**src/rtl/imm_gen_pipe.sv**
```systemverilog
// Pipelined RV32I/RV64I immediate generator: decodes one instruction per handshake
// into {sign-extended immediate, format code, PC-relative target} behind a 2-entry buffer.
module imm_gen_pipe #(
  parameter int XLEN  = 32,
  parameter int CNT_W = 16
) (
  input  logic             CLK,
  input  logic             RESET,
  input  logic             IN_VALID,
  output logic             IN_READY,
  input  logic [31:0]      INS,
  input  logic [XLEN-1:0]  PC,
  output logic             OUT_VALID,
  input  logic             OUT_READY,
  output logic [XLEN-1:0]  IMM_OUT,
  output logic [2:0]       IMM_FMT,
  output logic [XLEN-1:0]  TARGET,
  input  logic             CNT_CLR,
  output logic [CNT_W-1:0] ILL_CNT
);

  typedef enum logic [1:0] {
    ST_EMPTY = 2'd0,
    ST_ONE   = 2'd1,
    ST_FULL  = 2'd2
  } state_t;

  typedef struct packed {
    logic [XLEN-1:0] imm;
    logic [2:0]      fmt;
    logic [XLEN-1:0] tgt;
  } entry_t;

  localparam logic [2:0] FMT_R   = 3'd0;
  localparam logic [2:0] FMT_I   = 3'd1;
  localparam logic [2:0] FMT_S   = 3'd2;
  localparam logic [2:0] FMT_B   = 3'd3;
  localparam logic [2:0] FMT_U   = 3'd4;
  localparam logic [2:0] FMT_J   = 3'd5;
  localparam logic [2:0] FMT_ILL = 3'd7;

  generate
    if (XLEN != 32 && XLEN != 64) begin : g_bad_xlen
      $error("imm_gen_pipe: XLEN must be 32 or 64");
    end
  endgenerate

  state_t           state_q, state_d;
  entry_t           head_q, head_d;
  entry_t           tail_q, tail_d;
  logic [CNT_W-1:0] cnt_q, cnt_d;

  logic [2:0]      dec_fmt_s;
  logic [31:0]     imm32_s;
  logic            pc_rel_s;
  logic [XLEN-1:0] dec_imm_s;
  entry_t          new_entry_s;
  logic            push_s;
  logic            pop_s;

  // Instruction decode: 32-bit signed immediate, format code and whether TARGET is PC+IMM
  always_comb begin
    dec_fmt_s = FMT_ILL;
    imm32_s   = 32'd0;
    pc_rel_s  = 1'b0;
    case (INS[6:0])
      7'b0010011, 7'b0000011, 7'b1100111: begin
        dec_fmt_s = FMT_I;
        imm32_s   = {{20{INS[31]}}, INS[31:20]};
      end
      7'b0100011: begin
        dec_fmt_s = FMT_S;
        imm32_s   = {{20{INS[31]}}, INS[31:25], INS[11:7]};
      end
      7'b1100011: begin
        dec_fmt_s = FMT_B;
        imm32_s   = {{19{INS[31]}}, INS[31], INS[7], INS[30:25], INS[11:8], 1'b0};
        pc_rel_s  = 1'b1;
      end
      7'b0110111: begin
        dec_fmt_s = FMT_U;
        imm32_s   = {INS[31:12], 12'd0};
      end
      7'b0010111: begin
        // AUIPC is the only U-type whose target is PC-relative
        dec_fmt_s = FMT_U;
        imm32_s   = {INS[31:12], 12'd0};
        pc_rel_s  = 1'b1;
      end
      7'b1101111: begin
        dec_fmt_s = FMT_J;
        imm32_s   = {{11{INS[31]}}, INS[31], INS[19:12], INS[20], INS[30:21], 1'b0};
        pc_rel_s  = 1'b1;
      end
      7'b0110011: begin
        dec_fmt_s = FMT_R;
      end
      default: begin
        dec_fmt_s = FMT_ILL;
      end
    endcase
  end

  assign dec_imm_s       = XLEN'($signed(imm32_s));
  assign new_entry_s.imm = dec_imm_s;
  assign new_entry_s.fmt = dec_fmt_s;
  assign new_entry_s.tgt = PC + (pc_rel_s ? dec_imm_s : XLEN'(32'd4));

  assign IN_READY  = (state_q != ST_FULL);
  assign OUT_VALID = (state_q != ST_EMPTY);
  assign push_s    = IN_VALID & IN_READY;
  assign pop_s     = OUT_VALID & OUT_READY;

  // Buffer next-state: head is always the oldest entry, tail only used when full
  always_comb begin
    state_d = state_q;
    head_d  = head_q;
    tail_d  = tail_q;
    case (state_q)
      ST_EMPTY: begin
        if (push_s) begin
          head_d  = new_entry_s;
          state_d = ST_ONE;
        end else begin
          state_d = ST_EMPTY;
        end
      end
      ST_ONE: begin
        if (push_s && pop_s) begin
          head_d = new_entry_s;
        end else if (push_s) begin
          tail_d  = new_entry_s;
          state_d = ST_FULL;
        end else if (pop_s) begin
          state_d = ST_EMPTY;
        end else begin
          state_d = ST_ONE;
        end
      end
      ST_FULL: begin
        if (pop_s) begin
          head_d  = tail_q;
          state_d = ST_ONE;
        end else begin
          state_d = ST_FULL;
        end
      end
      default: begin
        state_d = ST_EMPTY;
      end
    endcase
  end

  // Illegal-opcode counter: clear has priority, increment saturates at all-ones
  always_comb begin
    cnt_d = cnt_q;
    if (CNT_CLR) begin
      cnt_d = '0;
    end else if (push_s && (dec_fmt_s == FMT_ILL) && (cnt_q != {CNT_W{1'b1}})) begin
      cnt_d = cnt_q + CNT_W'(1'b1);
    end else begin
      cnt_d = cnt_q;
    end
  end

  // State, buffer and counter registers
  always_ff @(posedge CLK or posedge RESET) begin
    if (RESET) begin
      state_q <= ST_EMPTY;
      head_q  <= '0;
      tail_q  <= '0;
      cnt_q   <= '0;
    end else begin
      state_q <= state_d;
      head_q  <= head_d;
      tail_q  <= tail_d;
      cnt_q   <= cnt_d;
    end
  end

  assign IMM_OUT = head_q.imm;
  assign IMM_FMT = head_q.fmt;
  assign TARGET  = head_q.tgt;
  assign ILL_CNT = cnt_q;

endmodule

```
**config.mk**
```make
export PLATFORM = sky130hd
export DESIGN_NAME = imm_gen_pipe
export DESIGN_NICKNAME = d
export VERILOG_FILES = /design/src/rtl/imm_gen_pipe.sv
export SDC_FILE = /design/constraint.sdc
export NUM_CORES = 1
export LEC_CHECK = 0
export ABC_CLOCK_PERIOD_IN_PS = 8850
export CORE_ASPECT_RATIO = 0.6
export CORE_MARGIN = 5
export CORE_UTILIZATION = 58
export DETAILED_ROUTE_END_ITERATION = 16
export PLACE_DENSITY = 0.87
export SLEW_MARGIN = 20
export SYNTH_ARGS = -nofsm -noshare
export SYNTH_HDL_FRONTEND = slang
export SYNTH_SLANG_ARGS = --single-unit
```
**constraint.sdc**
```tcl
create_clock -name CLK -period 8.85 [get_ports CLK]
set_clock_uncertainty 0.05 [all_clocks]
set_input_delay 1.3275 -clock CLK [delete_from_list [all_inputs] [get_ports CLK]]
set_output_delay 1.3275 -clock CLK [all_outputs]
set_load 0.1 [all_outputs]
```
# After elaboration in Yosys (flattened, before gate mapping)

Cells that the tools add are included.

Output and inout port bits: 85
Input port bits: 69
Register bits after elaboration: 152
Word-level logic and storage cells: 59

$add $sub $neg: 2
Reduce and logical (&&, ||, !) cells: 12
Equality and inequality tests: 18
Multiplexer cells: 16
Bitwise operators: 3

Operator list:

| kind                  | number |
|---|---|
| $mux 67               | 3 |
| $pmux 67 s3           | 1 |
| $pmux 32 s5           | 1 |
| $add 32x32->32        | 1 |
| $mux 16               | 2 |
| $mux 32               | 1 |
| $eq 7x6->1 const B    | 3 |
| $eq 7x7->1 const B    | 3 |
| $pmux 3 s6            | 1 |
| $add 16x1->16 const B | 1 |
| $ne 16x16->1 const B  | 1 |
| $eq 7x5->1 const B    | 2 |
| $ne 2x2->1 const B    | 5 |
| $eq 7x2->1 const B    | 1 |
| $mux 2                | 3 |
| $pmux 2 s3            | 1 |
| $reduce_or 3->1       | 2 |
| $reduce_and 4->1      | 1 |
| $reduce_bool 2->1     | 2 |
| $eq 3x3->1 const B    | 1 |
| $logic_and 1x1->1     | 3 |
| $mux 1                | 3 |
| $reduce_and 3->1      | 1 |
| $reduce_bool 3->1     | 1 |
| 6 further kinds       | 7 |

# Logic depth before layout (Yosys ltp)

Word-level depth: 8
Mapped depth: 19
Depth with buffers taken out: 15

# Worst setup path after synthesis

No wires, ideal clock.

Kind: in2reg
From: in INS[6]
To: reg tail_q[29] (netlist name)
Slack: 3.977 ns
Arrival: 4.692 ns
Path buffers: 3
Required time: 8.669 ns
Stages: 18
Setup time: 0.131 ns
Cells stage by stage: buf_2 or2_2 clkbuf_1 nor2_1 a22oi_1 nor2_1 a21oi_1 nor2_1 ha_1 buf_4 a21oi_1 o21ai_0 a221oi_1 o21a_1 and2_4 o21ai_2 and4bb_2 or3_1

Word-level cells in the longest chain between the ends: 5
Elaborated cells between the ends (all ways): 15
Classes of those cells: add/sub: 1; eq/ne: 8; mux: 3; reduce/logical: 3

Ends and longest elaborated chain:

| what                                          | RTL line | RTL |
|---|---|---|
| start: declaration                            | 11       | `input logic [31:0] INS,` |
| $eq 7x5->1, or another cell as far along      | 66       | `case (INS[6:0])` |
| $reduce_or 3->1, or another cell as far along | 66       |  |
| $pmux 32 s5 / $mux 1 (equally long branches)  | 66       |  |
| $mux 32 *                                     | 107      | `assign new_entry_s.tgt = PC + (pc_rel_s ? dec_imm_s : XLEN'(32'd4));` |
| $add 32x32->32 *                              | 107      |  |
| end signal: assignment                        | 176      | `tail_q <= tail_d;` |
| end: declaration                              | 50       | `entry_t tail_q, tail_d;` |

Mark *: on every way between the ends. The rest lies on a longest branch, timed or not.
A chain may end at the register's enable or synchronous reset.

# Final worst setup path

From: in INS[3]
To: reg tail_q[29] (netlist name)

Same word-level chain as after synthesis.

==> impl_metrics.json <==
{
  "arrival_ns": 5.90,
  "fill_cells": 1081,
  "whs_ns": 0.425,
  "max_freq_ghz": 0.177,
  "final_antenna_net_count": 0,
  "status": "completed",
  "drt-total-wl_um": 27600,
  "cap_viol_max_count": 0,
  "ctsResizeCount": 0,
  "ios": 154,
  "nets": 1246,
  "syn2layout_area_growth_pct": 26.0,
  "synth_warnings": 0,
  "setup_violations": 0,
  "port_buffers": 153,
  "powerDensity_nw_per_um2": 268,
  "ys_types": 72,
  "slowest_delay_ns": 0.63,
  "die_w_um": 168,
  "worstPathCellList": "clkdlybuf4s50_1 -> or2_2 -> nor2_1 -> a22oi_1 -> nor2_1 -> a21oi_1 -> nor2_1 -> ha_1 -> a21oi_1 -> o21ai_0 -> a221oi_1 -> o21a_1 -> and2_4 -> o21ai_2 -> and4bb_2 -> or3_1",
  "critPathLaunchType": "primary input",
  "drt-initial-drc-count": 876,
  "leakagePower_nw": 4.82,
  "htree_levels": 4,
  "tns_ns": 0,
  "die_area_sq_um": 17500,
  "synth_enable_flop_cells": 0,
  "fin_crit_sh_pct": 63.9,
  "place_hpwl_um": 20000,
  "vias": 8300,
  "synth-seq-area-share_pct": 44.0,
  "postSynthAreaPerCell_sq_um": 8.42,
  "dr.pass1.iters": 6,
  "syn_nets": 1130,
  "grt_start_max_net_pins": 88,
  "finalHoldViolCount": 0,
  "ir_worst_vdd_uv": 256,
  "placed_cells": 1323,
  "place_area_sq_um": 10200,
  "grt_util_all_layers_pct": 31.5,
  "path_clk_slew_ns": 0.07,
  "via_per_inst": 6.13,
  "post-cts-setup-buffers": 0,
  "antenna_cells": 0,
  "cts_buffers": 17,
  "clockBufferDepth": 2,
  "rsz0062_at_grt": "no",
  "post-route-util_pct": 74.9,
  "crit_buf_inv": 1,
  "drc": 0,
  "min_period_ns": 5.65,
  "synth_cells": 1028,
  "root_buffer": "clkbuf_16",
  "multi_input_area_sq_um": 4540,
  "drv_slew": 0,
  "fp-row-count": 34,
  "drive_gt1_share_pct": 5.10,
  "hold_class": "flop to flop",
  "ys.flop_type": "dfrtp_1",
  "clock_sinks": 152,
  "syn_area_sq_um": 8650,
  "grt_pass1_wl_um": 43800,
  "wl_per_cell_um": 20.3,
  "ys_seq_elements": 152,
  "gp_congestion": 0.984,
  "instances_no_fill": 1355,
  "hold_buffers": 0,
  "worst_slack_ns": 3.20,
  "worst_ep_required_time_ns": 9.10,
  "power_mw": 2.92,
  "criticalPathCategory": "primary input to flop",
  "die_height_um": 105,
  "endpoint_kind": "flop",
  "design_area_sq_um": 10900,
  "maxSlewHeadroom_pct": 28.9,
  "worst_path_max_delay_cell": "clkdlybuf4s50_1",
  "place_worst_setup_slack_ns": 2.92,
  "initial_core_util_pct": 59.5,
  "grt_overflow": 0,
  "cts_tree": "yes",
  "clk_latency_ns": 0.42,
  "cp_top_family": "simple AND/OR/NAND/NOR gates",
  "grt_pass1_vias": 7845,
  "crit_top_cell": "nor2_1",
  "antenna_found_initial": 0,
  "crit_fanout": 11,
  "tightest_slew_ns": 1.06,
  "async_flop_share_pct": 100,
  "coreArea_sq_um": 14500,
  "regArea_sq_um": 3800
}
worst paths after layout:
check                           startpoint         end  slack [ns]  cells past startpoint
worst min register to register  tail_q[47]  tail_q[47]        0.43                      2
worst max register to register  state_q[1]  ILL_CNT[5]        5.65                      9
min in group asynchronous            RESET   TARGET[7]        1.37                      2
worst max-delay path                INS[3]  tail_q[29]        3.20                     16
worst min-delay path            tail_q[47]  tail_q[47]        0.43                      2
max in group asynchronous            RESET  tail_q[63]        5.98                      3
cells in the final DEF, fill, tap and decap left out, types with 10 or more instances in the layout:
master           instances
a21o_1                  17
a21oi_1                110
and2_1                  11
clkbuf_16               17
clkdlybuf4s50_1        153
dfrtp_1                152
ha_1                    32
inv_1                   16
nand2_1                151
nand3_1                 13
nand4_1                 10
nor2_1                 117
o211ai_1                12
o21a_1                  15
o21ai_0                130
or3_1                   15
xnor2_1                 16
xor2_1                  24
area by class of cell:
type / count / area share, %
Multi-Input combinational cell: 795 / 41.7
Sequential cell: 152 / 34.9
Timing Repair Buffer: 160 / 14.5
Clock buffer: 17 / 3.90
Tap cell: 198 / 2.27
Clock inverter: 15 / 2.09
Inverter: 18 / 0.666
synth_stat cells, types with 3 or more instances:
library cell    n  area [sq um]
o21a_1         15           113
a211oi_1        4          30.0
nor4_1          5          31.3
or2_2           3          18.8
ha_1           32           400
and3_1          7          43.8
nand3_1        13          65.1
o211ai_1       12          90.1
inv_1          17          63.8
nor2b_1         7          43.8
o22ai_1         4          25.0
a31oi_1         7          43.8
a22oi_1         5          37.5
clkbuf_1       50           188
buf_1           6          22.5
xor2_1         24           210
buf_2           5          25.0
a21o_1         17           128
mux2i_1         6          60.1
nor2_1        117           439
nand2_1       152           571
nand3b_1        4          30.0
o31ai_1         6          45.0
and2_1         11          68.8
o21bai_1        4          30.0
and4_1          3          26.3
o21ai_0       130           651
nand2b_1        7          43.8
or3_1          15          93.8
a21oi_1       110           551
dfrtp_1       152          3800
nor3_1          4          20.0
xnor2_1        16           140
nand4_1        10          62.6
mux2_2          4          45.0
power breakdown:
part           internal, mW  switching, mW  leakage (nW)
clock network         0.488          0.337         0.324
logic                 0.273          0.895          2.58
registers             0.843         0.0888          1.92
total                  1.60           1.32          4.82
cell families after synthesis:
kind of cell	after synthesis	share of synthesized area [%]
buffers and inverters	81	3.67
and+or+nand+nor	368	19.0
xor gates and xnor gates	40	4.05
muxes	10	1.21
AOI/OAI and AO/OA	343	23.2
other	1	0.0433
adders and majority gates	33	4.86
DFF	152	44.0
worst register-to-register path, delay by kind of cell (launching register included):
family	cells	cell delay (ns)
simple gates	4	0.98
compound gates	2	0.76
buf+inv	2	0.64
flops	1	0.43
xor+xnor	1	0.20
layer usage:
layer / wire length [um] / track usage, % / share of wire [%]
met1: 12600 / 47.9 / 46
met2: 11700 / 45.3 / 43
met3: 2860 / 8.64 / 10
met4: 415 / 6.89 / 1.5
met5: 0 / 0 / 0
registers in the layout, summed over array words and instances (netlist names):
signal   count
ILL_CNT     16
TARGET      32
IMM_OUT     32
state_q      2
tail_q      67
IMM_FMT      3
Note: power is estimated with default switching activity, not from simulation.
